<file path="src/rtl/id_ex_operand_stage_pkg.sv">
// Shared constants, source-select layout and operand-use helpers for the ID->EX operand stage.
package id_ex_operand_stage_pkg;

  localparam int unsigned AOP_W     = 12;
  localparam int unsigned SRC_SEL_W = 5;
  localparam int unsigned IMM_W     = 16;
  localparam int unsigned SHAMT_W   = 5;
  localparam int unsigned ZERO_REG  = 0;

  // Bit positions inside id_src_sel
  localparam int unsigned ID_SRC_IS_8   = 0;
  localparam int unsigned ID_SRC_ZEXT   = 1;
  localparam int unsigned ID_SRC_IMM    = 2;
  localparam int unsigned ID_SRC_IS_PC  = 3;
  localparam int unsigned ID_SRC_IS_SA  = 4;

  // One-hot ALU op bit positions
  localparam int unsigned ALU_ADD  = 0;
  localparam int unsigned ALU_SUB  = 1;
  localparam int unsigned ALU_SLT  = 2;
  localparam int unsigned ALU_SLTU = 3;
  localparam int unsigned ALU_AND  = 4;
  localparam int unsigned ALU_NOR  = 5;
  localparam int unsigned ALU_OR   = 6;
  localparam int unsigned ALU_XOR  = 7;
  localparam int unsigned ALU_SLL  = 8;
  localparam int unsigned ALU_SRL  = 9;
  localparam int unsigned ALU_SRA  = 10;
  localparam int unsigned ALU_LUI  = 11;

  typedef struct packed {
    logic src1_is_sa;
    logic src1_is_pc;
    logic src2_is_imm;
    logic imm_zext;
    logic src2_is_8;
  } src_sel_t;

  // rs is consumed unless operand 1 comes from shamt or PC
  function automatic logic reads_rs(input src_sel_t sel);
    return ~(sel.src1_is_sa | sel.src1_is_pc);
  endfunction

  // rt feeds operand 2 when no imm/const is selected; a non-writing imm instr is a store and needs rt as data
  function automatic logic reads_rt(input src_sel_t sel, input logic wen);
    return (~sel.src2_is_imm & ~sel.src2_is_8) | (~wen & sel.src2_is_imm);
  endfunction

endpackage

</file>
<file path="src/rtl/id_ex_operand_stage_operand_fwd_mux.sv">
// Per-source bypass mux: picks EX > MEM > WB > regfile, $zero always reads 0; flags a not-yet-ready EX hit.
module id_ex_operand_stage_operand_fwd_mux
  import id_ex_operand_stage_pkg::*;
#(
  parameter int unsigned DATA_W = 32,
  parameter int unsigned REG_AW = 5
) (
  input  logic [REG_AW-1:0] addr,
  input  logic [DATA_W-1:0] rf_data,
  input  logic              ex_wen,
  input  logic [REG_AW-1:0] ex_dest,
  input  logic [DATA_W-1:0] ex_data,
  input  logic              ex_data_ok,
  input  logic              mem_wen,
  input  logic [REG_AW-1:0] mem_dest,
  input  logic [DATA_W-1:0] mem_data,
  input  logic              wb_wen,
  input  logic [REG_AW-1:0] wb_dest,
  input  logic [DATA_W-1:0] wb_data,
  output logic [DATA_W-1:0] data_c,
  output logic              ex_pending_c
);

  logic nonzero;
  logic ex_hit;
  logic mem_hit;
  logic wb_hit;

  always_comb begin
    nonzero      = (addr != REG_AW'(ZERO_REG));
    ex_hit       = nonzero & ex_wen  & (ex_dest  == addr);
    mem_hit      = nonzero & mem_wen & (mem_dest == addr);
    wb_hit       = nonzero & wb_wen  & (wb_dest  == addr);
    ex_pending_c = ex_hit & ~ex_data_ok;
    data_c       = rf_data;
    if (!nonzero)     data_c = '0;
    else if (ex_hit)  data_c = ex_data;
    else if (mem_hit) data_c = mem_data;
    else if (wb_hit)  data_c = wb_data;
  end

endmodule

</file>
<file path="src/rtl/id_ex_operand_stage.sv">
// ID->EX pipeline register: operand selection with forwarding, load-use bubble, valid/allowin handshake.
// Optional ID_EX_PERF_EN adds perf_bubble_cnt counting inserted hazard bubbles.
module id_ex_operand_stage
  import id_ex_operand_stage_pkg::*;
#(
  parameter int unsigned DATA_W = 32,
  parameter int unsigned REG_AW = 5
) (
  input  logic                 clk,
  input  logic                 resetn,
  input  logic                 flush,
  input  logic                 id_valid,
  output logic                 id_ready,
  input  logic [DATA_W-1:0]    id_pc,
  input  logic [REG_AW-1:0]    id_rs_addr,
  input  logic [REG_AW-1:0]    id_rt_addr,
  input  logic [DATA_W-1:0]    id_rs_data,
  input  logic [DATA_W-1:0]    id_rt_data,
  input  logic [IMM_W-1:0]     id_imm,
  input  logic [SHAMT_W-1:0]   id_shamt,
  input  logic [SRC_SEL_W-1:0] id_src_sel,
  input  logic [AOP_W-1:0]     id_alu_op,
  input  logic [REG_AW-1:0]    id_dest,
  input  logic                 id_wen,
  input  logic                 id_is_load,
  input  logic                 ex_fwd_wen,
  input  logic [REG_AW-1:0]    ex_fwd_dest,
  input  logic [DATA_W-1:0]    ex_fwd_data,
  input  logic                 ex_fwd_data_ok,
  input  logic                 mem_fwd_wen,
  input  logic [REG_AW-1:0]    mem_fwd_dest,
  input  logic [DATA_W-1:0]    mem_fwd_data,
  input  logic                 wb_fwd_wen,
  input  logic [REG_AW-1:0]    wb_fwd_dest,
  input  logic [DATA_W-1:0]    wb_fwd_data,
  input  logic                 ex_allowin,
  output logic                 ex_valid,
  output logic [DATA_W-1:0]    ex_pc,
  output logic [DATA_W-1:0]    ex_opr1,
  output logic [DATA_W-1:0]    ex_opr2,
  output logic [DATA_W-1:0]    ex_store_data,
  output logic [AOP_W-1:0]     ex_alu_op,
  output logic [REG_AW-1:0]    ex_dest,
  output logic                 ex_wen,
`ifdef ID_EX_PERF_EN
  output logic [31:0]          perf_bubble_cnt,
`endif
  output logic                 ex_is_load
);

  localparam int unsigned IMM_PAD = DATA_W - IMM_W;
  localparam int unsigned SA_PAD  = DATA_W - SHAMT_W;

  src_sel_t          sel;
  logic [DATA_W-1:0] rs_fwd;
  logic [DATA_W-1:0] rt_fwd;
  logic [DATA_W-1:0] opr1;
  logic [DATA_W-1:0] opr2;
  logic              rs_pending;
  logic              rt_pending;
  logic              rs_read;
  logic              rt_read;
  logic              hazard;
  logic              load_en;
  logic              enter;

  id_ex_operand_stage_operand_fwd_mux #(.DATA_W(DATA_W), .REG_AW(REG_AW)) u_rs_mux (
    .addr         (id_rs_addr),
    .rf_data      (id_rs_data),
    .ex_wen       (ex_fwd_wen),
    .ex_dest      (ex_fwd_dest),
    .ex_data      (ex_fwd_data),
    .ex_data_ok   (ex_fwd_data_ok),
    .mem_wen      (mem_fwd_wen),
    .mem_dest     (mem_fwd_dest),
    .mem_data     (mem_fwd_data),
    .wb_wen       (wb_fwd_wen),
    .wb_dest      (wb_fwd_dest),
    .wb_data      (wb_fwd_data),
    .data_c       (rs_fwd),
    .ex_pending_c (rs_pending)
  );

  id_ex_operand_stage_operand_fwd_mux #(.DATA_W(DATA_W), .REG_AW(REG_AW)) u_rt_mux (
    .addr         (id_rt_addr),
    .rf_data      (id_rt_data),
    .ex_wen       (ex_fwd_wen),
    .ex_dest      (ex_fwd_dest),
    .ex_data      (ex_fwd_data),
    .ex_data_ok   (ex_fwd_data_ok),
    .mem_wen      (mem_fwd_wen),
    .mem_dest     (mem_fwd_dest),
    .mem_data     (mem_fwd_data),
    .wb_wen       (wb_fwd_wen),
    .wb_dest      (wb_fwd_dest),
    .wb_data      (wb_fwd_data),
    .data_c       (rt_fwd),
    .ex_pending_c (rt_pending)
  );

  // Hazard detection, handshake and operand selection
  always_comb begin
    sel      = src_sel_t'(id_src_sel);
    rs_read  = reads_rs(sel);
    rt_read  = reads_rt(sel, id_wen);
    hazard   = id_valid & ((rs_read & rs_pending) | (rt_read & rt_pending));
    load_en  = ~ex_valid | ex_allowin;
    id_ready = flush | (load_en & ~hazard);
    enter    = load_en & id_valid & ~hazard & ~flush;

    opr1 = rs_fwd;
    if (sel.src1_is_sa)      opr1 = {{SA_PAD{1'b0}}, id_shamt};
    else if (sel.src1_is_pc) opr1 = id_pc;

    opr2 = rt_fwd;
    if (sel.src2_is_imm) begin
      if (sel.imm_zext) opr2 = {{IMM_PAD{1'b0}}, id_imm};
      else              opr2 = {{IMM_PAD{id_imm[IMM_W-1]}}, id_imm};
    end else if (sel.src2_is_8) begin
      opr2 = DATA_W'(8);
    end
  end

  // Pipeline register; payload only changes when a new valid instruction enters
  always_ff @(posedge clk or negedge resetn) begin
    if (!resetn) begin
      ex_valid      <= 1'b0;
      ex_pc         <= '0;
      ex_opr1       <= '0;
      ex_opr2       <= '0;
      ex_store_data <= '0;
      ex_alu_op     <= '0;
      ex_dest       <= '0;
      ex_wen        <= 1'b0;
      ex_is_load    <= 1'b0;
    end else begin
      if (flush)        ex_valid <= 1'b0;
      else if (load_en) ex_valid <= id_valid & ~hazard;
      if (enter) begin
        ex_pc         <= id_pc;
        ex_opr1       <= opr1;
        ex_opr2       <= opr2;
        ex_store_data <= rt_fwd;
        ex_alu_op     <= id_alu_op;
        ex_dest       <= id_dest;
        ex_wen        <= id_wen;
        ex_is_load    <= id_is_load;
      end
    end
  end

`ifdef ID_EX_PERF_EN
  // Counts cycles where a load-use bubble is inserted; wraps naturally
  always_ff @(posedge clk or negedge resetn) begin
    if (!resetn)                          perf_bubble_cnt <= 32'd0;
    else if (hazard & load_en & ~flush)   perf_bubble_cnt <= perf_bubble_cnt + 32'd1;
  end
`endif

endmodule

</file>
<file path="config.mk">
export PLATFORM = sky130hd
export DESIGN_NAME = id_ex_operand_stage
export DESIGN_NICKNAME = d
export VERILOG_FILES = /design/src/rtl/id_ex_operand_stage_pkg.sv /design/src/rtl/id_ex_operand_stage_operand_fwd_mux.sv /design/src/rtl/id_ex_operand_stage.sv
export SDC_FILE = /design/constraint.sdc
export NUM_CORES = 1
export LEC_CHECK = 0
export CAP_MARGIN = 20
export CORE_ASPECT_RATIO = 0.5
export CORE_UTILIZATION = 30
export DETAILED_ROUTE_END_ITERATION = 8
export GPL_TIMING_DRIVEN = 1
export PLACE_DENSITY_LB_ADDON = 0.2
export SKIP_LAST_GASP = 1
export SLEW_MARGIN = 30
export SYNTH_ARGS = -nofsm -noshare
export SYNTH_HDL_FRONTEND = slang
export SYNTH_SLANG_ARGS = --single-unit
</file>
<file path="constraint.sdc">
create_clock -name clk -period 1.73 [get_ports clk]
set_input_delay 0.2595 -clock clk [delete_from_list [all_inputs] [get_ports clk]]
set_output_delay 0.2595 -clock clk [all_outputs]
set_load 0.02 [all_outputs]
</file>
Word level (Yosys, flattened, before mapping)

Cells that the tools add are included.

Register bits after elaboration: 148
Output and inout bits: 149
Input bits: 271
Logic and storage cells: 70

Equality and inequality tests: 6
Bitwise logic cells: 37
Reduce and logical (&&, ||, !) cells: 3
Muxes and demuxes: 15

Operator list:

| operator          | number |
|---|---|
| $mux 32           | 13 |
| $eq 5x5->1        | 6 |
| $and 1x1->1       | 24 |
| $reduce_bool 5->1 | 2 |
| $not 1->1         | 8 |
| $or 1x1->1        | 5 |
| $mux 1            | 2 |
| $reduce_bool 2->1 | 1 |

Depth between registers and ports, before layout

Gate-level depths: netlist (run 1).

Depth in word-level cells: 11
Gate-level depth with buffers: 10
Gate-level depth less buffers: 6

Hierarchy

Synthesis (run 1) repeated with hierarchy kept, for this count alone.

Cells, all modules: 897
Area, all modules: 9276.4 sq um

By module, submodules not included:

| module                              | cells an instance | area each (sq um) | times used | sequential area each (sq um) |
|---|---|---|---|---|
| id_ex_operand_stage                 | 457               | 6383.6            | 1          | 3703.6 |
| id_ex_operand_stage_operand_fwd_mux | 220               | 1446.4            | 2          | 0.0 |

Worst setup path after synthesis (run 1)

OpenSTA, ideal clock, no wires.

Path kind: input port to flip-flop
Start point: input port id_rt_addr[0]
End point: register ex_alu_op[0]
Cell stages on the path: 10
Data required time: 1613 ps
Library setup time: 117 ps
Arrival time: 1991 ps
Path buffers: 4
Path slack: -377 ps
Cells stage by stage: or4_4 > or2_0 > buf_2 > nand4_4 > o311ai_4 > buf_4 > buf_6 > buf_2 > nand2_1 > nand2_1

Cells in the longest elaborated chain, start to end: 10
Elaborated cells between the ends (all ways): 11
Classes of those cells: 1 x eq/ne; 9 x bitwise; 1 x reduce/logical

RTL lines:

| what                       | line                                      | RTL |
|---|---|---|
| from (decl)                | id_ex_operand_stage.sv:16                 | `input logic [REG_AW-1:0] id_rt_addr,` |
| $reduce_bool 5->1          | id_ex_operand_stage_operand_fwd_mux.sv:30 | `nonzero = (addr != REG_AW'(ZERO_REG));` |
| $and 1x1->1                | id_ex_operand_stage_operand_fwd_mux.sv:31 | `ex_hit = nonzero & ex_wen & (ex_dest == addr);` |
| $and 1x1->1 *              | id_ex_operand_stage_operand_fwd_mux.sv:31 |  |
| $and 1x1->1 *              | id_ex_operand_stage_operand_fwd_mux.sv:34 | `ex_pending_c = ex_hit & ~ex_data_ok;` |
| $and 1x1->1 *              | id_ex_operand_stage.sv:106                | `hazard = id_valid & ((rs_read & rs_pending) \| (rt_read & rt_pending));` |
| $or 1x1->1 *               | id_ex_operand_stage.sv:106                |  |
| $and 1x1->1 *              | id_ex_operand_stage.sv:106                |  |
| $not 1->1 *                | id_ex_operand_stage.sv:109                | `enter = load_en & id_valid & ~hazard & ~flush;` |
| $and 1x1->1 * (2 in a row) | id_ex_operand_stage.sv:109                |  |
| to (signal assigned)       | id_ex_operand_stage.sv:144                | `ex_alu_op <= id_alu_op;` |
| to (decl)                  | id_ex_operand_stage.sv:42                 | `output logic [AOP_W-1:0] ex_alu_op,` |

Every way passes the cells marked *; elsewhere a longest branch is shown, timed or not.
A chain may end at the register's enable or synchronous reset.

Worst setup path in the final report (run 1)

Start point: input port id_rt_addr[0]
End point: register ex_opr2[0]

Cells in the longest elaborated chain, start to end: 10
Elaborated cells between the ends (all ways): 23
Classes of those cells: 3 x eq/ne; 6 x mux; 13 x bitwise; 1 x reduce/logical

RTL lines:

| what                     | line                                      | RTL |
|---|---|---|
| $reduce_bool 5->1        | id_ex_operand_stage_operand_fwd_mux.sv:30 |  |
| $and 1x1->1 (2 in a row) | id_ex_operand_stage_operand_fwd_mux.sv:31 |  |
| $and 1x1->1              | id_ex_operand_stage_operand_fwd_mux.sv:34 |  |
| $and 1x1->1              | id_ex_operand_stage.sv:106                |  |
| $or 1x1->1               | id_ex_operand_stage.sv:106                |  |
| $and 1x1->1              | id_ex_operand_stage.sv:106                |  |
| $not 1->1                | id_ex_operand_stage.sv:109                |  |
| $and 1x1->1 (2 in a row) | id_ex_operand_stage.sv:109                |  |
| to (signal assigned)     | id_ex_operand_stage.sv:142                | `ex_opr2 <= opr2;` |
| to (decl)                | id_ex_operand_stage.sv:40                 | `output logic [DATA_W-1:0] ex_opr2,` |

Parallel ways exist; a longest one is shown, timed or not.

==> results of run 1 <==
-- layout by cell type (no fill, tap or decap), drive strengths merged, types with 3 or more instances in the layout --
cell             n
nand2          211
o2111ai          5
a211oi          60
a2bb2oi         16
clkbuf          20
o221ai           5
a31oi           17
xnor2           28
and2            10
a21oi           50
dfrtp          148
or2              3
nor3            15
mux2i           44
dlygate4sd2     49
buf            252
nand3           20
nor2            70
o211ai           6
clkinv           3
o21a             4
a31o             4
a221o           27
diode            6
inv             35
bufbuf           4
nor2b            3
clkdlybuf4s50  327
a22oi           18
nand4            6
a21boi           3
dlymetal6s2s    21
and3            19
o21ai           91
-- metal layers --
| metal | share of wire | wire [um] |
|---|---|---|
| met5 | 0 | 0 |
| met4 | 0.036 | 1840 |
| met3 | 0.071 | 3560 |
| met2 | 0.49 | 24600 |
| met1 | 0.40 | 20400 |
-- final timing paths --
kind | start | slack (ns) | to | depth (start not counted)
worst max-delay path | id_rt_addr[0] | -0.25 | ex_opr2[0]$_DFFE_PN0P_ | 10
worst min-delay path | resetn | 0.28 | ex_pc[29]$_DFFE_PN0P_ | 2
worst max register to register | ex_valid$_DFFE_PN0P_ | -0.18 | ex_store_data[22]$_DFFE_PN0P_ | 11
worst min register to register | ex_pc[11]$_DFFE_PN0P_ | 0.47 | ex_pc[11]$_DFFE_PN0P_ | 2
max in group asynchronous | resetn | 0.76 | ex_opr2[12]$_DFFE_PN0P_ | 3
min in group clk | id_wen | 0.30 | ex_wen$_DFFE_PN0P_ | 3
-- logic make-up after synthesis --
family | synth area share
and+or+nand+nor | 0.182
xor gates and xnor gates | 0.0301
muxes | 0.0504
AOI/OAI and AO/OA | 0.251
DFF | 0.424
buffers and inverters | 0.0623
-- synth_stat cells, types with 18 or more instances --
master    count
a221o_1      27
nand2_1     211
clkbuf_1     40
nand3_1      20
inv_1        28
xnor2_1      28
a22oi_1      18
o21ai_0      81
and3_1       19
mux2i_1      44
buf_2        29
nor2_1       68
a211oi_1     45
dfrtp_1     148
a21oi_1      49
-- power groups by stage --
stage          logic [mW]  clock network, mW  registers, mW
6_report             5.34               3.89           4.41
5_1_grt              5.59               4.09           4.48
4_1_cts              5.08               3.94           4.38
3_5_place_dp         4.68                  0           4.44
3_3_place_gp         4.65                  0           4.42
2_1_floorplan        1.17                  0           5.11
-- stage by stage --
stage	utilization	std cells	hold WS, ns	total power, mW	cell area (um2)
global route	0.629	2005	0.296	14.2	17700
detailed placement	0.516	1879	0.194	9.12	14500
floorplan	-	1013	-0.0361	6.29	8820
finish	0.629	2006	0.282	13.6	17700
CTS	0.599	1985	0.245	13.4	16900
global placement	0.516	1879	0.189	9.07	14500
-- area by class of cell --
type | instances | area share
antenna | 6 | 0.000849
clock buffer | 17 | 0.0240
clock inverter | 14 | 0.00934
inverter | 28 | 0.00594
multi-input combinational | 752 | 0.321
sequential | 148 | 0.209
tap | 382 | 0.0270
timing repair buffer | 659 | 0.403
-- flip-flops by register name, indices dropped and copies added (netlist names) --
name and count:
ex_opr2 32, ex_alu_op 12, ex_store_data 32, ex_wen 1, ex_dest 5, ex_opr1 32
ex_is_load 1, ex_pc 32, ex_valid 1
-- critical path: cells and delay by family --
family,cells,cell delay (ns)
AO/OA/AOI/OAI,2,0.20
buffers and inverters,4,0.69
AND/OR/NAND/NOR,4,1.13
-- timing repair --
action | in CTS | in global routing
buffers inserted | 54 | 26
pin swaps | 86 | 109
resized for setup | 308 | 220
gates cloned | 25 | 4
setup endpoints to repair | 186 | 168
hold buffers | 1 | 0
endpoints found under the hold margin | 31 | 0
==> summary.md, run 1 <==
| Metric | Value |
|---|---|
| Status | finished, violations left |
| Failing checks | negative setup slack |
| Headroom to the max-slew limit | 0.494 |
| Sw frac | 0.351 |
| Crit path cell chain | buf_6 > or4_4 > or2_4 > buf_4 > and2_4 > buf_4 > nor2b_4 > bufbuf_16 > o211ai_1 > a31oi_1 |
| Psw | 4.79 mW |
| Number of remaining DRC errors | 0 |
| Main synth FF type | dfrtp_1 |
| Max Buffers Root-to-Sink | 2 |
| Most frequent CP cell | buf_4 |
| Antenna violations before repair | 5 |
| Finish-stage setup viols | 150 |
| Post-Place Setup Slack | -1.20 ns |
| Port Buf Inserts | 419 |
| CP required | 2.05 ns |
| CP Capture Type | flip-flop |
| Crit path max fanout | 7 |
| Sequential power share | 0.323 |
| Vias in the first global route | 11144 |
| Synth cell types | 55 |
| Mapped Area | 0.00873 mm2 |
| Synth-to-layout area growth | 103% |
| Final WS setup | -0.248 ns |
| #FFs+latches synth | 148 |
| Post-Syn Instances | 1013 |
| Root Driver | clkbuf_16 |
| Startpoint Class | primary input |
| Syn avg cell area | 8.62 um2 |
| Wire per inst | 25.1 um |
| Seq/Total Area, Yosys | 0.424 |
| Filler Cell Count | 2327 |
| Largest cells by area after synthesis | dfrtp_1, nand2_1, mux2i_1 |
| Hold Fails Final Rpt | 0 |
| Register area | 0.00370 mm2 |
| Grt met3 use | 0.0737 |
| GP Congestion | 0.916 |
| Final worst path period share | 1.14 |
| Leak pwr | 7.81 nW |
| TritonCTS clock tree | built |
| Initial DRT Pass Iterations | 6 |
| Worst path max stage delay | 0.55 ns |
| Tmin final | 1.98 ns |
| Total clock buffers created by CTS | 17 |
| Area leader, netlist | dfrtp_1 |
| Yosys warning total | 0 |
| Met1 usage | 0.408 |
| Hold Path Class | primary input to asynchronous set/reset pin |
| Slew @ Worst Pin | 0.758 ns |
| Area of the multi-input gates | 0.00568 mm2 |
| Layout cell share with drive strength beyond 1 | 0.313 |
| Final WL | 50400 um |
| GRT Overall Usage | 0.326 |
| FFs w/ async S/R, synth | 1.00 |
| First-pass GRT wire length | 71200 um |
| Share of the synthesized area in the top cell type | 0.424 |
| Post-synth EDFFs | 0 |
| GRT overflow | 0 |
| Number of antenna-violating nets in the routed design | 0 |
| Crit path DAT | 2.30 ns |
| CP max stage cell | or4_4 |
| Width of the die | 243 um |
| Number of top-level pins | 420 |
| Worst vdd ir | 0.778 mV |
| Fmax | 505 MHz |
| Clk Latency, worst-skew pair | 0.45 ns |
| Row count | 43 |
| Largest net degree at the start of global routing | 56 |
| Via density | 5.48 |
| Cell Int Power | 8.86 mW |
| Die area | 0.0298 mm2 |
| Combinational power share | 0.391 |
| Post-route setup TNS | -20.47 ns |
| Setup CP Type | primary input to flip-flop |
| CTS clk-pin slew, worst paths | 0.07 ns |
| Fin. max-slew vios | 0 |
| Die Span Y | 123 um |
| Nets | 1877 |
| Clock sink count | 148 |
| Final HPWL from detailed placement | 34700 um |
| CTS H-tree depth | 4 |
| Clock Power Share | 0.285 |
| DRT iter0 DRCs | 1145 |
| Routed vias | 10993 |
| RSZ-0062 raised after global routing | yes |
| GR peak layer | met2 |
| Clk_skew | 0.0152 ns |
| Post-Syn Nets | 1284 |
| CORE AREA | 0.0281 mm2 |
| GRT met2 Usage | 0.542 |
| PwrDens | 771 mW/mm2 |
| Max-cap viol count | 0 |
| Initial Util | 0.310 |
No activity file was read; power rests on OpenSTA's default activity.
==> inputs of run 2 (changes only) <==
Settings changed: SETUP_SLACK_MARGIN set to 0.4.
==> run 2 against run 1 <==
- the flow still finishes with violations (negative setup slack)
- sequential power about the same
- wire length increased by 3.0%
- count of clock-buffer cells in the layout increased by 3
- worst setup slack got worse by 0.083 ns
- hold slack got worse by 0.035 ns
- sequential share of layout area about the same
- critical endpoint is now ex_opr2[23]$_DFFE_PN0P_
==> summary.md, run 2 (synthesized netlist as in run 1, its figures left out) <==
| Metric | Value |
|---|---|
| Number of remaining DRC errors | 0 (unchanged) |
| RSZ-0062 raised after global routing | yes (unchanged) |
| CP Capture Type | flip-flop (unchanged) |
| Sequential power share | 0.328 (was 0.323) |
| Routed vias | 11319 (was 10993) |
| Tmin final | 2.06 ns (was 1.98 ns) |
| Worst vdd ir | 0.715 mV (was 0.778 mV) |
| Headroom to the max-slew limit | 0.608 (was 0.494) |
| Port Buf Inserts | 419 (unchanged) |
| Via density | 5.56 (was 5.48) |
| Die Span Y | 123 um (unchanged) |
| Post-Place Setup Slack | -1.20 ns (about the same) |
| Leading cell type in the layout, fill and taps excluded | clkdlybuf4s50_1 (unchanged) |
| Hold Fails Final Rpt | 0 (unchanged) |
| Worst path max stage delay | 0.55 ns (about the same) |
| Max Buffers Root-to-Sink | 2 (unchanged) |
| Filler Cell Count | 2305 (was 2327) |
| Slew @ Worst Pin | 0.582 ns (was 0.758 ns) |
| Largest net degree at the start of global routing | 55 (was 56) |
| Worst Setup SP | id_rt_addr[2] (was id_rt_addr[0]) |
| Antenna violations before repair | 8 (was 5) |
| CP max stage cell | or4_4 (unchanged) |
| Die area | 0.0298 mm2 (unchanged) |
| Sw frac | 0.357 (was 0.351) |
| GRT overflow | 0 (unchanged) |
| Final WS setup | -0.332 ns (was -0.248 ns) |
| Finish-stage setup viols | 147 (was 150) |
| Width of the die | 243 um (unchanged) |
| PwrDens | 763 mW/mm2 (was 771 mW/mm2) |
| Util after Layout | 0.630 (was 0.629) |
| Fin. max-slew vios | 0 (unchanged) |
| Status | finished, violations left (unchanged) |
| Area of the multi-input gates | 0.00571 mm2 (was 0.00568 mm2) |
| TritonCTS clock tree | built (unchanged) |
| Most frequent cells in the layout | clkdlybuf4s50_1, dfrtp_1, nand2_1 (was clkdlybuf4s50_1, nand2_1, dfrtp_1) |
| Wire per inst | 25.5 um (was 25.1 um) |
| Crit path DAT | 2.43 ns (was 2.30 ns) |
| Final worst path period share | 1.19 (was 1.14) |
| CTS clk-pin slew, worst paths | 0.07 ns (about the same) |
| CP required | 2.09 ns (was 2.05 ns) |
| Failing checks | negative setup slack (unchanged) |
| Combinational power share | 0.382 (was 0.391) |
| GP Congestion | 0.933 (was 0.916) |
| CTS H-tree depth | 4 (unchanged) |
| Number of antenna-violating nets in the routed design | 0 (unchanged) |
| Crit path max fanout | 8 (was 7) |
| Final WL | 51900 um (was 50400 um) |
| Clk Latency, worst-skew pair | 0.45 ns (about the same) |
| Clock sink count | 148 (unchanged) |
| Psw | 4.83 mW (was 4.79 mW) |
| Root Driver | clkbuf_16 (unchanged) |
| Number of top-level pins | 420 (unchanged) |
| Max-cap viol count | 0 (unchanged) |
| Hold Path Class | primary input to flip-flop (was primary input to asynchronous set/reset pin) |
| Power Total | 13.5 mW (was 13.6 mW) |
| DRT iter0 DRCs | 1137 (was 1145) |
| First-pass GRT wire length | 72600 um (was 71200 um) |
| GRT Overall Usage | 0.333 (was 0.326) |
| FF-to-FF Start | ex_valid$_DFFE_PN0P_ (unchanged) |
| Synth-to-layout area growth | 103% (about the same) |
| Clock Power Share | 0.289 (was 0.285) |
| Setup CP Type | primary input to flip-flop (unchanged) |
| Leak pwr | 8.01 nW (was 7.81 nW) |
| Hold_sp | id_wen |
| Startpoint Class | primary input (unchanged) |
| Register area | 0.00370 mm2 (about the same) |
| Final HPWL from detailed placement | 34600 um (was 34700 um) |
| Initial Util | 0.310 (unchanged) |
| Fmax | 485 MHz (was 505 MHz) |
| Vias in the first global route | 11543 (was 11144) |
| Nets | 1901 (was 1877) |
| Crit path cell chain | buf_6 > or4_4 > buf_6 > o211ai_1 > buf_4 > or2_4 > buf_12 > buf_12 > o21ai_2 > a2bb2oi_2 > buf_4 > a211oi_2 (was buf_6 > or4_4 > or2_4 > buf_4 > and2_4 > buf_4 > nor2b_4 > bufbuf_16 > o211ai_1 > a31oi_1) |
| Row count | 43 (unchanged) |
| Cell Int Power | 8.69 mW (was 8.86 mW) |
| Initial DRT Pass Iterations | 6 (unchanged) |
| Layout cell share with drive strength beyond 1 | 0.425 (was 0.313) |
| Clk_skew | 0.00711 ns (was 0.0152 ns) |
| CORE AREA | 0.0281 mm2 (unchanged) |
| Total clock buffers created by CTS | 17 (unchanged) |
run 2: timing repair:
action,4_1_cts,5_1_grt
setup endpoints to repair,297,227
setup buffers,64,22
hold buffers,1,0
hold endpoints to repair,30,0
cloned,33,5
resized for setup,694,293
pin swaps,182,85
run 2: power by group through the flow:
stage / registers (mW) / clock network (mW) / logic, mW
after global routing: 4.50 / 4.08 / 5.42
after detailed placement: 4.46 / 0 / 4.62
after CTS: 4.42 / 3.94 / 5.01
after floorplan: 5.11 / 0 / 1.18
after global placement: 4.44 / 0 / 4.58
final: 4.44 / 3.91 / 5.17
run 2: layout make-up:
class / count / share of cell area
flip-flops and latches: 148 / 0.209
diodes: 11 / 0.00155
repair buffers: 682 / 0.400
well taps: 382 / 0.0270
clock inverters: 12 / 0.00833
inverters: 28 / 0.00593
multi-input cells: 753 / 0.322
clock buffers: 20 / 0.0258
run 2: per-stage QoR:
stage,TNS (ns),instances,instance area (um2),hold slack [ns]
2_1_floorplan,-47.84,1013,8830,-0.0361
3_3_place_gp,-142.49,1868,14300,0.181
3_5_place_dp,-149.85,1868,14300,0.183
4_1_cts,-27.39,1998,17100,0.236
5_1_grt,-36.63,2033,17700,0.226
6_report,-35.08,2036,17700,0.247
run 2: path summary, 6_finish.rpt:
check	endpoint	slack (ns)	cells past startpoint
hold reg to reg	ex_pc[3]$_DFFE_PN0P_	0.46	2
max in group asynchronous	ex_opr1[10]$_DFFE_PN0P_	0.81	3
setup / recovery	ex_opr2[23]$_DFFE_PN0P_	-0.33	12
hold / removal	ex_wen$_DFFE_PN0P_	0.25	3
setup reg to reg	ex_opr1[30]$_DFFE_PN0P_	-0.22	8
min in group asynchronous	ex_pc[28]$_DFFE_PN0P_	0.27	2
run 2: metal layers:
metal,GRT usage,up-vias,routed length (um)
li1,-,4894,-
met3,0.0726,165,4360
met2,0.561,608,25000
met4,0.171,0,2590
met5,0,-,0
met1,0.404,5652,19900
run 2: critical path: cells and delay by family:
| kind | cells | cell delay, ns |
|---|---|---|
| simple gates | 2 | 0.73 |
| buf+inv | 6 | 0.81 |
| compound gates | 4 | 0.62 |
==> inputs of run 3 (changes only) <==
Settings changed: GPL_ROUTABILITY_DRIVEN set to 0.
==> run 3 against run 2 <==
- count of clock-buffer cells in the layout increased by 1
- power decreased by 2.0%
- combinational power decreased by 3%
- critical endpoint is now ex_opr2[25]$_DFFE_PN0P_
- first-iteration DRC count decreased by 6.9%
- sequential power about the same
- the run still ends with negative setup slack left
==> summary.md, run 3 (synthesized netlist as in run 1, its figures left out) <==
| Metric | Value |
|---|---|
| Status | finished, violations left (unchanged) |
| Failing checks | negative setup slack (unchanged) |
| Max-cap viol count | 0 (unchanged) |
| Crit path DAT | 2.36 ns (was 2.43 ns) |
| Wire per inst | 24.6 um (was 25.5 um) |
| FF-to-FF Start | ex_valid$_DFFE_PN0P_ (unchanged) |
| Final HPWL from detailed placement | 32900 um (was 34600 um) |
| Most frequent cells in the layout | clkdlybuf4s50_1, nand2_1, dfrtp_1 (was clkdlybuf4s50_1, dfrtp_1, nand2_1) |
| Headroom to the max-slew limit | 0.610 (was 0.608) |
| Hold Fails Final Rpt | 0 (unchanged) |
| Hold Path Class | primary input to flip-flop (unchanged) |
| Leak pwr | 7.85 nW (was 8.01 nW) |
| Most frequent CP cell | buf_6 |
| Finish-stage setup viols | 147 (unchanged) |
| Tmin final | 2.01 ns (was 2.06 ns) |
| Final WS setup | -0.275 ns (was -0.332 ns) |
| Vias in the first global route | 10907 (was 11543) |
| Number of antenna-violating nets in the routed design | 0 (unchanged) |
| Root Driver | clkbuf_16 (unchanged) |
| Sequential power share | 0.334 (was 0.328) |
| Leading cell type in the layout, fill and taps excluded | clkdlybuf4s50_1 (unchanged) |
| Initial DRT Pass Iterations | 6 (unchanged) |
| Via density | 5.53 (was 5.56) |
| Number of top-level pins | 420 (unchanged) |
| First-pass GRT wire length | 68200 um (was 72600 um) |
| Nets | 1865 (was 1901) |
| Synth-to-layout area growth | 97.8% (was 103%) |
| Routed vias | 11030 (was 11319) |
| Final WL | 49100 um (was 51900 um) |
| Util after Layout | 0.614 (was 0.630) |
| Number of remaining DRC errors | 0 (unchanged) |
| Initial Util | 0.310 (unchanged) |
| Clk Latency, worst-skew pair | 0.45 ns (about the same) |
| Startpoint Class | primary input (unchanged) |
| Antenna violations before repair | 4 (was 8) |
| Hold_sp | id_wen (unchanged) |
| Row count | 43 (unchanged) |
| Worst Setup SP | id_rt_addr[0] (was id_rt_addr[2]) |
| Total clock buffers created by CTS | 17 (unchanged) |
| Post-Place Setup Slack | -1.18 ns (was -1.20 ns) |
| Port Buf Inserts | 419 (unchanged) |
| Slew @ Worst Pin | 0.585 ns (was 0.582 ns) |
| Clock Power Share | 0.289 (about the same) |
| GRT overflow | 0 (unchanged) |
| TritonCTS clock tree | built (unchanged) |
| Fin. max-slew vios | 0 (unchanged) |
| CTS clk-pin slew, worst paths | 0.06 ns (was 0.07 ns) |
| Max Buffers Root-to-Sink | 2 (unchanged) |
| Worst path max stage delay | 0.55 ns (about the same) |
| Largest net degree at the start of global routing | 49 (was 55) |
| Clk_skew | 0.0110 ns (was 0.00711 ns) |
| Die Span Y | 123 um (unchanged) |
| Crit path cell chain | buf_6 > or4_4 > buf_6 > o211ai_1 > buf_4 > or2_4 > buf_6 > buf_16 > o21ai_2 > a2bb2oi_2 > buf_4 > a211oi_2 (was buf_6 > or4_4 > buf_6 > o211ai_1 > buf_4 > or2_4 > buf_12 > buf_12 > o21ai_2 > a2bb2oi_2 > buf_4 > a211oi_2) |
| Width of the die | 243 um (unchanged) |
| Die area | 0.0298 mm2 (unchanged) |
| CP Capture Type | flip-flop (unchanged) |
| Layout cell share with drive strength beyond 1 | 0.423 (was 0.425) |
| Psw | 4.66 mW (was 4.83 mW) |
| Combinational power share | 0.378 (was 0.382) |
| CP required | 2.09 ns (about the same) |
| Sw frac | 0.352 (was 0.357) |
| Final worst path period share | 1.16 (was 1.19) |
| CTS H-tree depth | 4 (unchanged) |
| CORE AREA | 0.0281 mm2 (unchanged) |
| RSZ-0062 raised after global routing | yes (unchanged) |
| GRT Overall Usage | 0.309 (was 0.333) |
| Worst vdd ir | 0.765 mV (was 0.715 mV) |
| Crit path max fanout | 4 (was 8) |
| Post-route setup TNS | -25.34 ns (was -35.08 ns) |
| Cell Int Power | 8.60 mW (was 8.69 mW) |
| DRT iter0 DRCs | 1058 (was 1137) |
| Setup CP Type | primary input to flip-flop (unchanged) |
| PwrDens | 768 mW/mm2 (was 763 mW/mm2) |
| Clock sink count | 148 (unchanged) |
| Fmax | 499 MHz (was 485 MHz) |
| R2r setup slk | -0.17 ns (was -0.22 ns) |
| CP max stage cell | or4_4 (unchanged) |
-- run 3: changes by cell type in the layout (fill, tap and decap cells not counted), sizes merged, moves of 2 or more --
cell,before,now
dlymetal6s2s,9,18
clkbuf,84,100
diode,11,6
buf,356,296
dlygate4sd2,11,13
-- run 3: worst max-delay path: cells and delay by family --
family,cells,cell delay (ns)
AND/OR/NAND/NOR,2,0.72
buffers and inverters,6,0.79
AO/OA/AOI/OAI,4,0.57
-- run 3: path summary, 6_finish.rpt --
check,end,cells past startpoint
worst max-delay path,ex_opr2[25]$_DFFE_PN0P_,12
worst min-delay path,ex_wen$_DFFE_PN0P_,3
worst max register to register,ex_opr2[2]$_DFFE_PN0P_,9
worst min register to register,ex_dest[0]$_DFFE_PN0P_,2
max in group asynchronous,ex_alu_op[3]$_DFFE_PN0P_,3
min in group asynchronous,ex_pc[28]$_DFFE_PN0P_,2
-- run 3: metrics by stage --
stage	std cells	cell area, um2	hold slack, ns	power [mW]
3_5_place_dp	1866	14400	0.228	9.06
2_1_floorplan	1013	8830	-0.0361	6.29
4_1_cts	1965	16400	0.225	13.1
3_3_place_gp	1866	14400	0.223	9.00
5_1_grt	1994	17300	0.256	13.7
6_report	1995	17300	0.257	13.3
-- run 3: timing repair --
item | 4_1_cts | 5_1_grt
buffers inserted | 46 | 14
gates resized for setup | 544 | 390
cloned | 20 | 10
setup endpoints to repair | 297 | 242
endpoints found under the hold margin | 39 | 0
hold buffers | 1 | 0
pin swaps | 107 | 137
-- run 3: cell type report --
cell class                 count  area, um2
antenna                        6       15.0
clock buffer                  21        470
clock inverter                11        124
fill                        2334      10900
inverter                      28        105
multi-input combinational    753       5830
sequential                   148       3700
tap                          382        478
timing repair buffer         646       6550
-- run 3: routing by layer --
| metal | vias to the layer above | global-route usage | routed length [um] |
|---|---|---|---|
| li1 | 4814 | - | - |
| met1 | 5467 | 0.378 | 19100 |
| met2 | 598 | 0.524 | 24000 |
| met3 | 151 | 0.0660 | 3750 |
| met4 | 0 | 0.143 | 2260 |
| met5 | - | 0 | 0 |
-- run 3: power by group through the flow --
stage	Clock [mW]	Combinational, mW	Sequential (mW)
finish	3.83	5.01	4.43
detailed placement	0	4.61	4.45
global placement	0	4.57	4.43
CTS	3.86	4.86	4.39
global route	4.01	5.24	4.49
floorplan	0	1.18	5.11
